### config.mk
export PLATFORM = sky130hd
export DESIGN_NAME = data_island_scheduler
export DESIGN_NICKNAME = d
export VERILOG_FILES = /design/src/rtl/data_island_scheduler.sv
export SDC_FILE = /design/constraint.sdc
export NUM_CORES = 1
export LEC_CHECK = 0
export CAP_MARGIN = 30
export CORE_UTILIZATION = 50
export CTS_CLUSTER_DIAMETER = 200
export CTS_CLUSTER_SIZE = 12
export DETAILED_ROUTE_END_ITERATION = 6
export HOLD_SLACK_MARGIN = 0.06
export PLACE_DENSITY = 0.78
export SYNTH_ARGS = -nofsm -noshare
export SYNTH_HDL_FRONTEND = slang
export SYNTH_SLANG_ARGS = --single-unit
### constraint.sdc
create_clock -name i_pixel_clk -period 5.15 [get_ports i_pixel_clk]
set_clock_uncertainty 0.1 [all_clocks]
set_input_delay 0.7725 -clock i_pixel_clk [delete_from_list [all_inputs] [get_ports i_pixel_clk]]
set_output_delay 0.7725 -clock i_pixel_clk [all_outputs]
set_load 0.005 [all_outputs]
### src/rtl/data_island_scheduler.sv
// HDMI data-island scheduler: places preamble/guard/packet periods into horizontal
// blanking and round-robin shares packet slots. Optional DIS_STATS_EN adds o_deferred.
module data_island_scheduler #(
    parameter int H_BLANK       = 160,
    parameter int NUM_REQ       = 4,
    parameter int CTRL_LEAD     = 4,
    parameter int VIDEO_RESERVE = 14,
    parameter int MAX_PACKETS   = 2
) (
    input  logic               i_pixel_clk,
    input  logic               i_reset_n,
    input  logic               i_disp_enable,
    input  logic [NUM_REQ-1:0] i_req,
    output logic [NUM_REQ-1:0] o_grant,
    output logic [1:0]         o_period,
    output logic [4:0]         o_word,
    output logic               o_pkt_start,
    output logic               o_pkt_last,
    output logic               o_overrun
`ifdef DIS_STATS_EN
    ,
    output logic [15:0]        o_deferred
`endif
);

    // state         | meaning
    // S_IDLE        | waiting for DE to fall (also after abort / reset)
    // S_LEAD        | control lead-in, island decision at bc == CTRL_LEAD-1
    // S_PREAMBLE    | 8 preamble cycles
    // S_LEAD_GUARD  | 2 leading guard-band cycles
    // S_PACKET      | 32 data words of one packet, grant held
    // S_TRAIL_GUARD | 2 trailing guard-band cycles
    // S_DONE        | island finished or skipped for this line
    typedef enum logic [2:0] {
        S_IDLE, S_LEAD, S_PREAMBLE, S_LEAD_GUARD, S_PACKET, S_TRAIL_GUARD, S_DONE
    } state_t;

    localparam int BCW = $clog2(H_BLANK + 1);
    localparam int IW  = (NUM_REQ > 1) ? $clog2(NUM_REQ) : 1;
    localparam int PCW = $clog2(MAX_PACKETS + 1);
    localparam bit ISLAND_FITS = (CTRL_LEAD + 10 + 32 + 2 + VIDEO_RESERVE) <= H_BLANK;

    state_t             state_q, state_d;
    logic [BCW-1:0]     bc_q, bc_d;
    logic               de_q;
    logic [2:0]         tmr_q, tmr_d;
    logic [4:0]         word_q, word_d;
    logic [PCW-1:0]     pkt_cnt_q, pkt_cnt_d;
    logic [IW-1:0]      ptr_q, ptr_d;
    logic [IW-1:0]      gidx_q, gidx_d;
    logic [NUM_REQ-1:0] grant_q, grant_d;
    logic [1:0]         period_q, period_d;
    logic               pkt_start_q, pkt_start_d;
    logic               pkt_last_q, pkt_last_d;
    logic               overrun_q;

    logic               de_fall;
    logic               tmr_done;
    logic               more;
    logic               abort;
    logic               in_island;
    logic               found;
    logic [IW-1:0]      sel;
    logic [IW-1:0]      idx;

    assign de_fall   = !i_disp_enable && de_q;
    assign tmr_done  = (tmr_q == 3'd0);
    assign in_island = (state_q == S_PREAMBLE) || (state_q == S_LEAD_GUARD) ||
                       (state_q == S_PACKET)   || (state_q == S_TRAIL_GUARD);
    // Back-to-back packet only if it and the trailing guard still leave the video reserve.
    assign more = (|i_req) && (pkt_cnt_q < PCW'(MAX_PACKETS)) &&
                  ((int'(bc_q) + 35 + VIDEO_RESERVE) <= H_BLANK);

    always_comb begin
        bc_d = bc_q;
        if (de_fall) begin
            bc_d = '0;
        end else if (bc_q < BCW'(H_BLANK)) begin
            bc_d = bc_q + BCW'(1);
        end
    end

    always_comb begin
        state_d = state_q;
        abort   = 1'b0;
        case (state_q)
            S_IDLE, S_DONE: begin
                if (de_fall) state_d = S_LEAD;
            end
            S_LEAD: begin
                if (i_disp_enable) begin
                    state_d = S_IDLE;
                end else if (bc_q == BCW'(CTRL_LEAD - 1)) begin
                    state_d = (ISLAND_FITS && (|i_req)) ? S_PREAMBLE : S_DONE;
                end
            end
            S_PREAMBLE: begin
                if (tmr_done) state_d = S_LEAD_GUARD;
            end
            S_LEAD_GUARD: begin
                if (tmr_done) state_d = S_PACKET;
            end
            S_PACKET: begin
                if (word_q == 5'd31) state_d = more ? S_PACKET : S_TRAIL_GUARD;
            end
            S_TRAIL_GUARD: begin
                if (tmr_done) state_d = S_DONE;
            end
            default: state_d = S_IDLE;
        endcase
        if (i_disp_enable && in_island) begin
            state_d = S_IDLE;
            abort   = 1'b1;
        end
    end

    always_comb begin
        tmr_d = tmr_q;
        if (state_d != state_q) begin
            case (state_d)
                S_PREAMBLE:                  tmr_d = 3'd7;
                S_LEAD_GUARD, S_TRAIL_GUARD: tmr_d = 3'd1;
                default:                     tmr_d = 3'd0;
            endcase
        end else if (!tmr_done) begin
            tmr_d = tmr_q - 3'd1;
        end
    end

    always_comb begin
        ptr_d       = ptr_q;
        word_d      = '0;
        pkt_cnt_d   = pkt_cnt_q;
        gidx_d      = gidx_q;
        grant_d     = '0;
        found       = 1'b0;
        sel         = '0;
        idx         = '0;
        pkt_start_d = 1'b0;
        pkt_last_d  = 1'b0;

        // Pointer only moves when a granted packet completes, so an aborted one retries first.
        if (!abort && state_q == S_PACKET && word_q == 5'd31 && (|grant_q)) begin
            ptr_d = (gidx_q == IW'(NUM_REQ - 1)) ? '0 : gidx_q + IW'(1);
        end

        for (int i = 0; i < NUM_REQ; i++) begin
            idx = IW'((int'(ptr_d) + i) % NUM_REQ);
            if (!found && i_req[idx]) begin
                found = 1'b1;
                sel   = idx;
            end
        end

        if (state_d == S_PACKET) begin
            word_d = (state_q == S_PACKET) ? word_q + 5'd1 : 5'd0;
            grant_d = grant_q;
            if (word_d == 5'd0) begin
                pkt_cnt_d   = (state_q == S_PACKET) ? pkt_cnt_q + PCW'(1) : PCW'(1);
                grant_d     = found ? (NUM_REQ'(1) << sel) : '0;
                gidx_d      = sel;
                pkt_start_d = 1'b1;
            end
            pkt_last_d = (word_d == 5'd31);
        end

        case (state_d)
            S_PREAMBLE:                  period_d = 2'd1;
            S_LEAD_GUARD, S_TRAIL_GUARD: period_d = 2'd2;
            S_PACKET:                    period_d = 2'd3;
            default:                     period_d = 2'd0;
        endcase
    end

    always_ff @(posedge i_pixel_clk or negedge i_reset_n) begin
        if (!i_reset_n) begin
            state_q     <= S_IDLE;
            bc_q        <= BCW'(H_BLANK);
            de_q        <= 1'b0;
            tmr_q       <= '0;
            word_q      <= '0;
            pkt_cnt_q   <= '0;
            ptr_q       <= '0;
            gidx_q      <= '0;
            grant_q     <= '0;
            period_q    <= '0;
            pkt_start_q <= 1'b0;
            pkt_last_q  <= 1'b0;
            overrun_q   <= 1'b0;
        end else begin
            state_q     <= state_d;
            bc_q        <= bc_d;
            de_q        <= i_disp_enable;
            tmr_q       <= tmr_d;
            word_q      <= word_d;
            pkt_cnt_q   <= pkt_cnt_d;
            ptr_q       <= ptr_d;
            gidx_q      <= gidx_d;
            grant_q     <= grant_d;
            period_q    <= period_d;
            pkt_start_q <= pkt_start_d;
            pkt_last_q  <= pkt_last_d;
            overrun_q   <= abort;
        end
    end

    assign o_grant     = grant_q;
    assign o_period    = period_q;
    assign o_word      = word_q;
    assign o_pkt_start = pkt_start_q;
    assign o_pkt_last  = pkt_last_q;
    assign o_overrun   = overrun_q;

`ifdef DIS_STATS_EN
    logic [15:0] deferred_q, deferred_d;
    logic        pend_q, pend_d;

    always_comb begin
        pend_d     = pend_q;
        deferred_d = deferred_q;
        if (de_fall) pend_d = 1'b0;
        if (state_d == S_DONE && state_q != S_DONE) pend_d = |i_req;
        if (((de_fall && pend_q) || abort) && deferred_q != 16'hFFFF) begin
            deferred_d = deferred_q + 16'd1;
        end
    end

    always_ff @(posedge i_pixel_clk or negedge i_reset_n) begin
        if (!i_reset_n) begin
            deferred_q <= '0;
            pend_q     <= 1'b0;
        end else begin
            deferred_q <= deferred_d;
            pend_q     <= pend_d;
        end
    end

    assign o_deferred = deferred_q;
`endif

endmodule

# ---- Yosys cells after proc, flatten, opt, wreduce, memory -nomap -nowiden
# Cells that the tools add are included.
# W data, S select, Z words.
dict set report word_totals {
  input_bits 7
  wordCells 120
  output_inout_bits 14
  register_bits 35
}
dict set report op_classes {
  n_addsub 10
  shifts 1
  order_cmp 7
  n_reduce_logical 27
  eq_ne 17
  n_mux 45
}
# cell count
set op_table {}
lappend op_table {{$mux W3} 11}
lappend op_table {{$pmux W3 S6} 1}
lappend op_table {{$mux W8} 2}
lappend op_table {{$eq A3 B3 Y1 const B} 5}
lappend op_table {{$mux W2} 7}
lappend op_table {{$mux W1} 13}
lappend op_table {{$eq A3 B2 Y1 const B} 4}
lappend op_table {{$lt A2 B3 Y1 const B} 4}
lappend op_table {{$mux W4} 3}
lappend op_table {{$add A9 B4 Y10 const B} 1}
lappend op_table {{$eq A5 B5 Y1 const B} 2}
lappend op_table {{$le A10 B8 Y1 const B} 1}
lappend op_table {{$logic_and A1 B1 Y1} 10}
lappend op_table {{$mux W5} 2}
lappend op_table {{$add A8 B6 Y9 const B} 1}
lappend op_table {{$add A8 B1 Y8 const B} 1}
lappend op_table {{$bmux W1 S2} 4}
lappend op_table {{$eq A8 B2 Y1 const B} 1}
lappend op_table {{$lt A8 B8 Y1 const B} 1}
lappend op_table {{$reduce_or A4 Y1} 2}
lappend op_table {{$add A2 B1 Y2 const B} 3}
lappend op_table {{$logic_not A3 Y1} 2}
lappend op_table {{$pmux W2 S3} 1}
lappend op_table {{$pmux W3 S2} 1}
lappend op_table {{15 further kinds} 24}

# ---- Logic depth before layout (Yosys ltp)
# Gate-level depths: netlist (run 1).
dict set report depth {
  depth_word 27
  ltp_mapped 12
  depth_no_buf 10
}

# ---- Worst setup path after synthesis (run 1)
# Ideal clock, no wire load.
dict set report synth_timing {
  path_kind {register to register}
  startpoint {reg word_q[0] (netlist: o_word[0])}
  endpoint {reg grant_q[2] (netlist: o_grant[2])}
  slack_ns 2.436
  arrival_ns 2.536
  t_required_ns 4.972
  path_buffers 0
  path_stages_with_launch 10
  setup_time_ns 0.078
  synth_period_minus_slack_ns 2.714
  path_cell_list {dfrtp_1 ha_1 and3_1 ha_1 nand2b_1 nor4_4 mux2_2 a211oi_2 or3b_1 a21oi_1}
}
dict set report synth_between {
  elab_chain_cells 20
  elab_cells_between_ends 41
  cone_classes {add/sub: 4; eq/ne: 3; shift: 1; mux: 24; reduce/logical: 9}
}
# item line
set synth_rtl {}
lappend synth_rtl {{start, declared} 47} ;# logic [4:0] word_q, word_d;
lappend synth_rtl {{start signal, assigned} 195} ;# word_q <= word_d;
lappend synth_rtl {{branches (longest 20 deep; another with $add A2 B1 Y2)} -}
lappend synth_rtl {{end signal, assigned} 199} ;# grant_q <= grant_d;
lappend synth_rtl {{end, declared} 51} ;# logic [NUM_REQ-1:0] grant_q, grant_d;
# Several ways; the timed one is not identified. The select of a mux whose other input is x is not followed.
# A chain may end at the register's enable or synchronous reset.

# ---- Final worst setup path (run 1)
dict set report layout_timing {
  startpoint {in i_disp_enable}
  endpoint {reg gidx_q[0]}
}
dict set report layout_between {
  elab_chain_cells 19
  elab_cells_between_ends 39
  cone_classes {add/sub: 3; eq/ne: 1; mux: 21; reduce/logical: 14}
}
# item line
set layout_rtl {}
lappend layout_rtl {{start, declared} 12} ;# input logic i_disp_enable,
lappend layout_rtl {{branches (longest 19 deep; another with $add A2 B1 Y2)} -}
lappend layout_rtl {{end signal, assigned} 198} ;# gidx_q <= gidx_d;
lappend layout_rtl {{end, declared} 50} ;# logic [IW-1:0] gidx_q, gidx_d;
# Several ways; the timed one is not identified. The select of a mux whose other input is x is not followed.

==> results.md, run 1 <==
* Final instance area at between 0.002 and 0.003 sq mm
* Clock network fraction of total power at 0.154
* Root buf cell: clkbuf_8
* Antenna Diode Count at 0
* DR pass1 iterations at 4
* Minimum clock period at 3.28 ns
* Clk sinks at 35
* R2R depth at 9
* #FFs+latches synth at 35
* Sequential area share after synthesis at 0.397
* Initial Util at 0.538
* Worst setup SP type: primary input
* First-pass GRT wire length at between 7000 and 8000 microns
* TritonCTS buffer count at 5
* Pwr dens at approximately 520 mW/mm^2
* Initial DRC Count at 127
* Final WL at between 4000 and 5000 microns
* Highest clock rate at about 0.30 GHz
* Total congestion overflow at 0
* Pin count of the biggest net entering global routing at 36
* Final nets at 266
* Most common cell after layout, fill and taps aside: dfrtp_1
* Die Area at around 0.0047 sq mm
* Status: complete, no violations
* Syn. warnings at 0
* Worst Hold Depth at 1
* Relative slew slack at 0.465
* Max Cap Viol at 0
* Share of layout cells above drive strength 1 at 0.103
* Post-CTS resize count at 0
* End-of-flow core utilization at 0.613
* CTS tree: yes
* Critical Path Fanout Max at 10
* Register area at between 800 and 900 sq um
* Worst-path clk slew at around 0.08 ns
* EDFF count, synth at 0
* CP Capture Type: flip-flop
* FP Rows at 23
* Final count of hold timing violations at 0
* Syn nets at approximately 250
* DR WL/cell at about 15 microns
* Main synth FF type: dfrtp_1
* Dpl hpwl at approximately 3200 microns
* Post-Route Setup TNS at 0 ns
* Vias in the first global route at between 1.5k and 2k
* Multi-input gate area at roughly 0.0012 sq mm
* # Post-CTS Setup Buffers at 0
* Detail Route Antenna Nets at 0
* Ports at 21
* Logic pwr share at 0.501
* Most frequent cells in the layout: dfrtp_1, nor2_1, clkdlybuf4s50_1
* WP data arrival at roughly 3.4 ns
* Residual DRC at 0
* Post-Syn Area at between 0.002 and 0.0025 sq mm
* Die height at between 60 and 70 microns
* Worst slack, placed at about 1.6 ns
* Core area at just over 0.004 sq mm
* RePlAce Congestion at roughly 0.84
* CTS HTree Levels at 2
* Worst-Skew Late Latency at 0.29 ns
* Sw frac at 0.416
* Total track usage at 0.210
* # fillers at roughly 370
* Pins Over Slew Limit at 0
* CTS max path bufs at 2
* CP required at between 5 and 6 ns
* Die X at 68.5 microns
* Final setup viols at 0
* Initial antenna violation count at 0
* Vias per cell at around 5.8
* Worst min-delay path class: flip-flop to flip-flop
* Worst-Margin Slew at ~0.79 ns
* Syn avg cell area at 9.46 sq um
* Net Switching at approximately 540 uW
* Final WS setup at 1.87 ns
* Async set-or-reset flop fraction in the synthesized netlist at 1.00
* Pleak at 1.07 nW
* Synth Instances at about 230
* Via count at 1746
* Peak VDD IR at 0.310 mV
* Number of I/O port buffers at 20
* Seq pwr share at 0.345
* RSZ-0062 raised after global routing: no
* Period Utilization, post-route at 0.637
* Placed Area at approximately 0.0024 sq mm
* WS Path Type: primary input to flip-flop
* Power after layout at 1.31 mW
* Area growth, synth to finish at 13.9%
* Internal Pwr Total at ~760 uW
* Netlist cell types at slightly above 60
* CTS hold repair buffers at 0
[synth_stat cells, drive strengths merged (4+ instances only)]
| master | number | area share |
|---|---|---|
| nand2b | 6 | 0.017 |
| dfrtp | 33 | 0.37 |
| buf | 7 | 0.018 |
| inv | 14 | 0.024 |
| mux2i | 9 | 0.041 |
| nand4b | 4 | 0.019 |
| nor2 | 22 | 0.037 |
| ha | 7 | 0.040 |
| a21oi | 10 | 0.024 |
| nand2 | 19 | 0.032 |
| nand3 | 7 | 0.016 |
| o21ai | 18 | 0.041 |
| xor2 | 6 | 0.024 |
| xnor2 | 4 | 0.016 |
[final timing paths]
path / to / start / slack [ns]
max in group asynchronous: bc_q[5]$_DFFE_PN1P_ / i_reset_n / 3.81
hold / removal: gidx_q[1]$_DFFE_PN0P_ / gidx_q[1]$_DFFE_PN0P_ / 0.43
min in group asynchronous: tmr_q[2]$_DFFE_PN0P_ / i_reset_n / 0.79
hold reg to reg: gidx_q[1]$_DFFE_PN0P_ / gidx_q[1]$_DFFE_PN0P_ / 0.43
setup reg to reg: o_grant[2]$_DFFE_PN0P_ / o_word[0]$_DFF_PN0_ / 2.05
setup / recovery: gidx_q[0]$_DFFE_PN0P_ / i_disp_enable / 1.87
[flip-flops by register name, summed over array words and instances, names as in the netlist]
name and count:
o_overrun 1, o_word 5, o_period 2, o_grant 4, de_q 1, ptr_q 2, o_pkt_last 1, pkt_cnt_q 2
state_q 3, bc_q 8, tmr_q 3, o_pkt_start 1, gidx_q 2
[worst max-delay path: stages]
cell and delay [ns]:
clkdlybuf4s50_1 0.65, nor2b_1 0.23, and3_4 0.24, o31ai_4 0.25, nand3_1 0.21, a2111oi_4 0.59, mux2_2 0.40
[stage by stage]
stage	hold slack, ns	cells
floorplan	0.377	234
global placement	0.406	295
detailed placement	0.412	295
CTS	0.433	303
global route	0.471	303
finish	0.435	303
[per-layer routing]
layer | vias to the layer above | global-route usage | part of all wire | wire length (microns)
li1 | 881 | - | - | -
met1 | 839 | 0.265 | 0.48 | 2120
met2 | 21 | 0.355 | 0.50 | 2210
met3 | 5 | 0.0411 | 0.016 | 72
met4 | 0 | 0.0755 | 0.0070 | 31
met5 | - | 0 | 0 | 0
[logic make-up after synthesis]
family	count (synthesis)	synth area share
flops	35	0.397
xor+xnor	10	0.0396
buf+inv	24	0.0469
mux	12	0.0560
compound gates	57	0.191
fa+ha+maj	7	0.0396
simple gates	89	0.231
[power by group through the flow]
stage	sequential [mW]	clock [mW]	combinational, mW
2_1_floorplan	0.410	0	0.532
3_3_place_gp	0.449	0	0.634
3_5_place_dp	0.452	0	0.658
4_1_cts	0.449	0.206	0.661
5_1_grt	0.464	0.217	0.737
6_report	0.451	0.201	0.656
[final cells by class]
cell class | count | area share
multi-input cells | 175 | 0.488
flip-flops and latches | 35 | 0.348
repair buffers | 21 | 0.0824
clock buffers | 5 | 0.0273
well taps | 50 | 0.0248
inverters | 14 | 0.0208
clock inverters | 3 | 0.00794
Power figures use the tool's default switching activity.
==> run 2: changes to the inputs <==
- PLACE_DENSITY: 0.78 -> 0.81
- clock period: 5.15 -> 2.7 ns (I/O delays scaled with it)
==> run 2 against run 1 <==
Against the previous run: cell count rose by 9.9%; non-clock buffer count rose by 30; largest power group unchanged; worst hold slack got worse by 0.013 ns.
==> results.md, run 2 (synthesized netlist as in run 1, its figures left out) <==
* Minimum clock period at ~2.6 ns
* Clk sinks at 35 (unchanged)
* Die height at 68.5 microns (unchanged)
* Final count of hold timing violations at 0 (unchanged)
* Dpl hpwl at 3360 microns (+5.5%)
* Number of I/O port buffers at 20 (unchanged)
* Multi-input gate area at 0.00133 sq mm (+7.8%)
* CTS hold repair buffers at 0 (unchanged)
* Period Utilization, post-route at 0.978
* Seq pwr share at 0.293 (-0.052)
* Hold slack at 0.421 ns (-0.0131 ns)
* Via count at 1885 (+8.0%)
* Root buf cell: clkbuf_8
* Die Area at 0.00470 sq mm (unchanged)
* Final setup viols at 0 (unchanged)
* Net Switching at 1.11 mW (+100%)
* Most frequent cells in the layout: dfrtp_1, buf_4, nor2_1
* Initial DRC Count at 82 (-35%)
* Critical Path Fanout Max at 4 (-6)
* Worst-Skew Late Latency at 0.29 ns (about the same)
* Final instance area at 0.00287 sq mm (+14%)
* Logic pwr share at 0.540 (+0.039)
* CTS max path bufs at 2 (unchanged)
* Antenna Diode Count at 0 (unchanged)
* TritonCTS buffer count at 5 (unchanged)
* Status: complete, no violations
* First-pass GRT wire length at 7620 microns (+4.2%)
* Max reg flops at 8 (unchanged)
* Most common cell after layout, fill and taps aside: dfrtp_1
* CTS HTree Levels at 2 (unchanged)
* Total track usage at 0.224 (+0.0140)
* WP data arrival at 2.77 ns (-0.59 ns)
* Ports at 21 (unchanged)
* Final WL at 4750 microns (+7.0%)
* Worst setup SP type: flip-flop
* Pins Over Slew Limit at 0 (unchanged)
* Die X at 68.5 microns (unchanged)
* Max Cap Viol at 0 (unchanged)
* Initial antenna violation count at 0 (unchanged)
* Final nets at 296 (+11%)
* DR WL/cell at 14.2 microns (-2.6%)
* FP Rows at 23 (unchanged)
* RSZ-0062 raised after global routing: yes
* Vias in the first global route at 1679 (+0.060%)
* Detail Route Antenna Nets at 0 (unchanged)
* Worst min-delay path class: primary input to async pin
* Pleak at 1.25 nW (+17%)
* WS Path Type: flip-flop to flip-flop
* RePlAce Congestion at 0.836 (-0.32%)
* Pwr dens at 999 mW/mm^2 (+93%)
* Internal Pwr Total at 1.76 mW (+130%)
* CP required at 2.83 ns (-2.40 ns)
* Vias per cell at 5.66 (-1.8%)
* CTS tree: yes
* Highest clock rate at ~0.38 GHz
* Worst-path clk slew at 0.07 ns (about the same)
* Placed Area at 0.00265 sq mm (+8.8%)
* DR pass1 iterations at 4 (unchanged)
* # fillers at 302 (-17%)
* Area growth, synth to finish at 29.6%
* Peak VDD IR at 0.509 mV (+64%)
* Initial Util at 0.538 (unchanged)
* Share of layout cells above drive strength 1 at 0.244 (+0.141)
* Register area at 880 sq um (+0.14%)
* Relative slew slack at 0.633 (+0.168)
* Pin count of the biggest net entering global routing at 36 (unchanged)
* CP Capture Type: flip-flop
* Worst-Margin Slew at 0.546 ns (-0.246 ns)
* Sw frac at 0.387 (-0.0293)
* Biggest register: bc_q
* Clock network fraction of total power at 0.167 (+0.013)
* Total congestion overflow at 0 (unchanged)
* Core area at 0.00412 sq mm (unchanged)
* Residual DRC at 0 (unchanged)
==> run 2: stage by stage <==
stage | power (mW) | utilization | TNS (ns) | cells | worst slack [ns]
2_1_floorplan | 1.80 | - | -0.0000249 | 234 | -0.0000249
5_1_grt | 3.09 | 0.697 | -0.0235 | 333 | -0.0235
3_5_place_dp | 2.31 | 0.643 | -0.319 | 322 | -0.0670
4_1_cts | 2.80 | 0.671 | 0 | 330 | 0.0153
3_3_place_gp | 2.26 | 0.643 | -0.0904 | 322 | -0.0342
6_report | 2.86 | 0.697 | 0 | 333 | 0.0589
==> run 2: worst max-delay path: stages (launching register included) <==
cell      delay, ns
dfrtp_1        0.38
ha_2           0.20
and3_4         0.19
ha_4           0.15
nand2b_4       0.06
nor4_4         0.25
buf_4          0.18
mux2_4         0.32
a211oi_4       0.24
or3b_1         0.39
a21oi_2        0.12
==> run 2: final timing paths <==
check / from / end / slack, ns / cells past startpoint
max: o_word[1]$_DFF_PN0_ / o_grant[2]$_DFFE_PN0P_ / 0.06 / 10
min: i_reset_n / tmr_q[2]$_DFFE_PN0P_ / 0.42 / 2
max reg2reg: o_word[1]$_DFF_PN0_ / o_grant[2]$_DFFE_PN0P_ / 0.06 / 10
min reg2reg: gidx_q[1]$_DFFE_PN0P_ / gidx_q[1]$_DFFE_PN0P_ / 0.44 / 1
max in group asynchronous: i_reset_n / bc_q[5]$_DFFE_PN1P_ / 1.72 / 2
min in group i_pixel_clk: gidx_q[1]$_DFFE_PN0P_ / gidx_q[1]$_DFFE_PN0P_ / 0.44 / 1
==> run 2: layout make-up <==
type | instances | share of cell area
Inverter | 14 | 0.0183
Timing Repair Buffer | 51 | 0.151
Clock buffer | 5 | 0.0240
Clock inverter | 3 | 0.0153
Tap cell | 50 | 0.0218
Sequential cell | 35 | 0.307
Multi-Input combinational cell | 175 | 0.463
==> run 2: per-layer routing <==
layer  vias to the layer above  share of wire  global-route usage
met5                         -              0                   0
met4                         0          0.011              0.0781
met3                         4          0.026              0.0543
met2                        30           0.49               0.369
met1                       905           0.47               0.285
li1                        946              -                   -
==> run 2: what timing repair did <==
item                                    in CTS  in global routing
endpoints found under the setup margin       5                 12
gates resized for setup                      1                 18
buffers inserted                             0                  3
pin swaps                                    1                  7
==> run 2: power by group through the flow <==
stage	Clock (mW)	Sequential [mW]	Combinational (mW)
2_1_floorplan	0	0.782	1.02
3_3_place_gp	0	0.835	1.42
6_report	0.478	0.839	1.55
4_1_cts	0.487	0.835	1.48
3_5_place_dp	0	0.841	1.47
5_1_grt	0.507	0.865	1.71
==> RTL change (config.mk and constraints of run 2) <==
The option `DIS_STATS_EN` is turned on by a define.
--- a/src/rtl/data_island_scheduler.sv
+++ b/src/rtl/data_island_scheduler.sv
@@ -1,5 +1,7 @@
 // HDMI data-island scheduler: places preamble/guard/packet periods into horizontal
 // blanking and round-robin shares packet slots. Optional DIS_STATS_EN adds o_deferred.
+`define DIS_STATS_EN
+
 module data_island_scheduler #(
     parameter int H_BLANK       = 160,
     parameter int NUM_REQ       = 4,
Behaviour (old outputs only; new: o_deferred): unchanged (equiv_simple and equiv_induct, registers matched by name and starting in step).
==> RTL change against run 2 <==
Via count is 29% higher. Total power is 17% higher. Largest cell class unchanged. Maximum frequency rose by 1.9%. Clock power shrank 3%. Design area increased by 30%. Sequential cell count grew 17. Largest power group unchanged. Synthesized area grew 29%. Hold slack worse by 24 ps. Setup slack better by 49 ps. Wire length is 35% higher.
==> RTL change: results <==
[outcome]
outcome = complete, no violations

[route]
dr_wl_met2_mm = 3.11
routed-wl-met3_microns = 245
vias = 2440
wl_met1_mm = 2.95
drt-total-wl_mm = 6.39
drtIter0Drc = 146
highest-signal-layer = met4

[global_route]
grt_pass1_vias = 2328
grtUsageMet3_pct = 4.35
grt_max_degree = 20
grt_pass1_wl_mm = 10.7
grt.total_usage_pct = 22.7
grt_use_met1_pct = 29.8

[layout]
multi_input_area_share_pct = 40.6
layout-drive-gt1-share_pct = 21.1
multi_input_cells = 213
final_cell_count_no_fill = 437
final_area_sq_mm = 0.00374
fill_cells = 431
largest_reg_flops = 16
inverters_excl_clock = 14
sh_seq_area_pct = 35.0
bufAreaShareNonClock_pct = 18.1
n_clock_buffer = 6
num-nets-final = 379
signal_buffers = 78

[pwr]
p_leak_nw = 1.61
ir_worst_vdd_mv = 0.537

[yosys]
muxShareOfSynthArea_pct = 2.93
async_flop_share_pct = 100
synthTopCellsByArea = dfrtp_1 (44%), xnor2_1 (4.3%), ha_1 (3.5%)
synth_fa_ha_area_share_pct = 3.49
syn-instance-count = 289
synth-seq-area-share_pct = 45.5
yosys.cell_types.count = 60
syn_avg_cell_area_sq_um = 9.91
synth_compound_area_share_pct = 12.8
synth_common_cells = dfrtp_1 (50), nor2_1 (26), nand2_1 (25)
yosys.area_share.xor_xnor_pct = 7.65

[placement]
dp.cells = 425
port_buffers = 36
place_area_sq_mm = 0.00355
pre_cts_slack_ps = -161
dp_hpwl_mm = 4.71

[clock_tree]
ctsResizeCount = 3
cts_sinks = 52
clock_latency_ps = 310
hold_buffers = 1

[critical_path]
cpPeakStageDelay_ps = 410
crit_slowest_cell = dfrtp_2
worst_r2r_path_depth = 7

[min_path]
min_path_type = reg2reg

[sta]
slew_headroom_pct = 57.8
-- RTL change: cell types whose count changed after synthesis, moves of 4 or more --
cell / before / now
nand4_1: 3 / 8
dfrtp_1: 33 / 50
nor2_1: 22 / 26
nor3_1: 2 / 7
mux2i_1: 9 / 5
o21ai_0: 15 / 10
xor2_1: 6 / 11
xnor2_1: 4 / 14
nand2_1: 19 / 25
nor2b_1: 3 / 7
-- RTL change: worst paths after layout --
| path | endpoint | from | slack (ps) |
|---|---|---|---|
| worst min-delay path | o_deferred[11] | o_deferred[11] | 400 |
| worst min register to register | o_deferred[11] | o_deferred[11] | 400 |
| max in group asynchronous | bc_q[5] | i_reset_n | 1430 |
| min in group asynchronous | o_deferred[11] | i_reset_n | 430 |
| worst max register to register | pkt_cnt_q[1] | bc_q[1] | 110 |
| worst max-delay path | pkt_cnt_q[1] | bc_q[1] | 110 |
-- RTL change: power by group --
group | switching [mW] | internal, mW
registers | 0.202 | 0.965
clock network | 0.258 | 0.205
logic | 0.819 | 0.899
total | 1.28 | 2.07
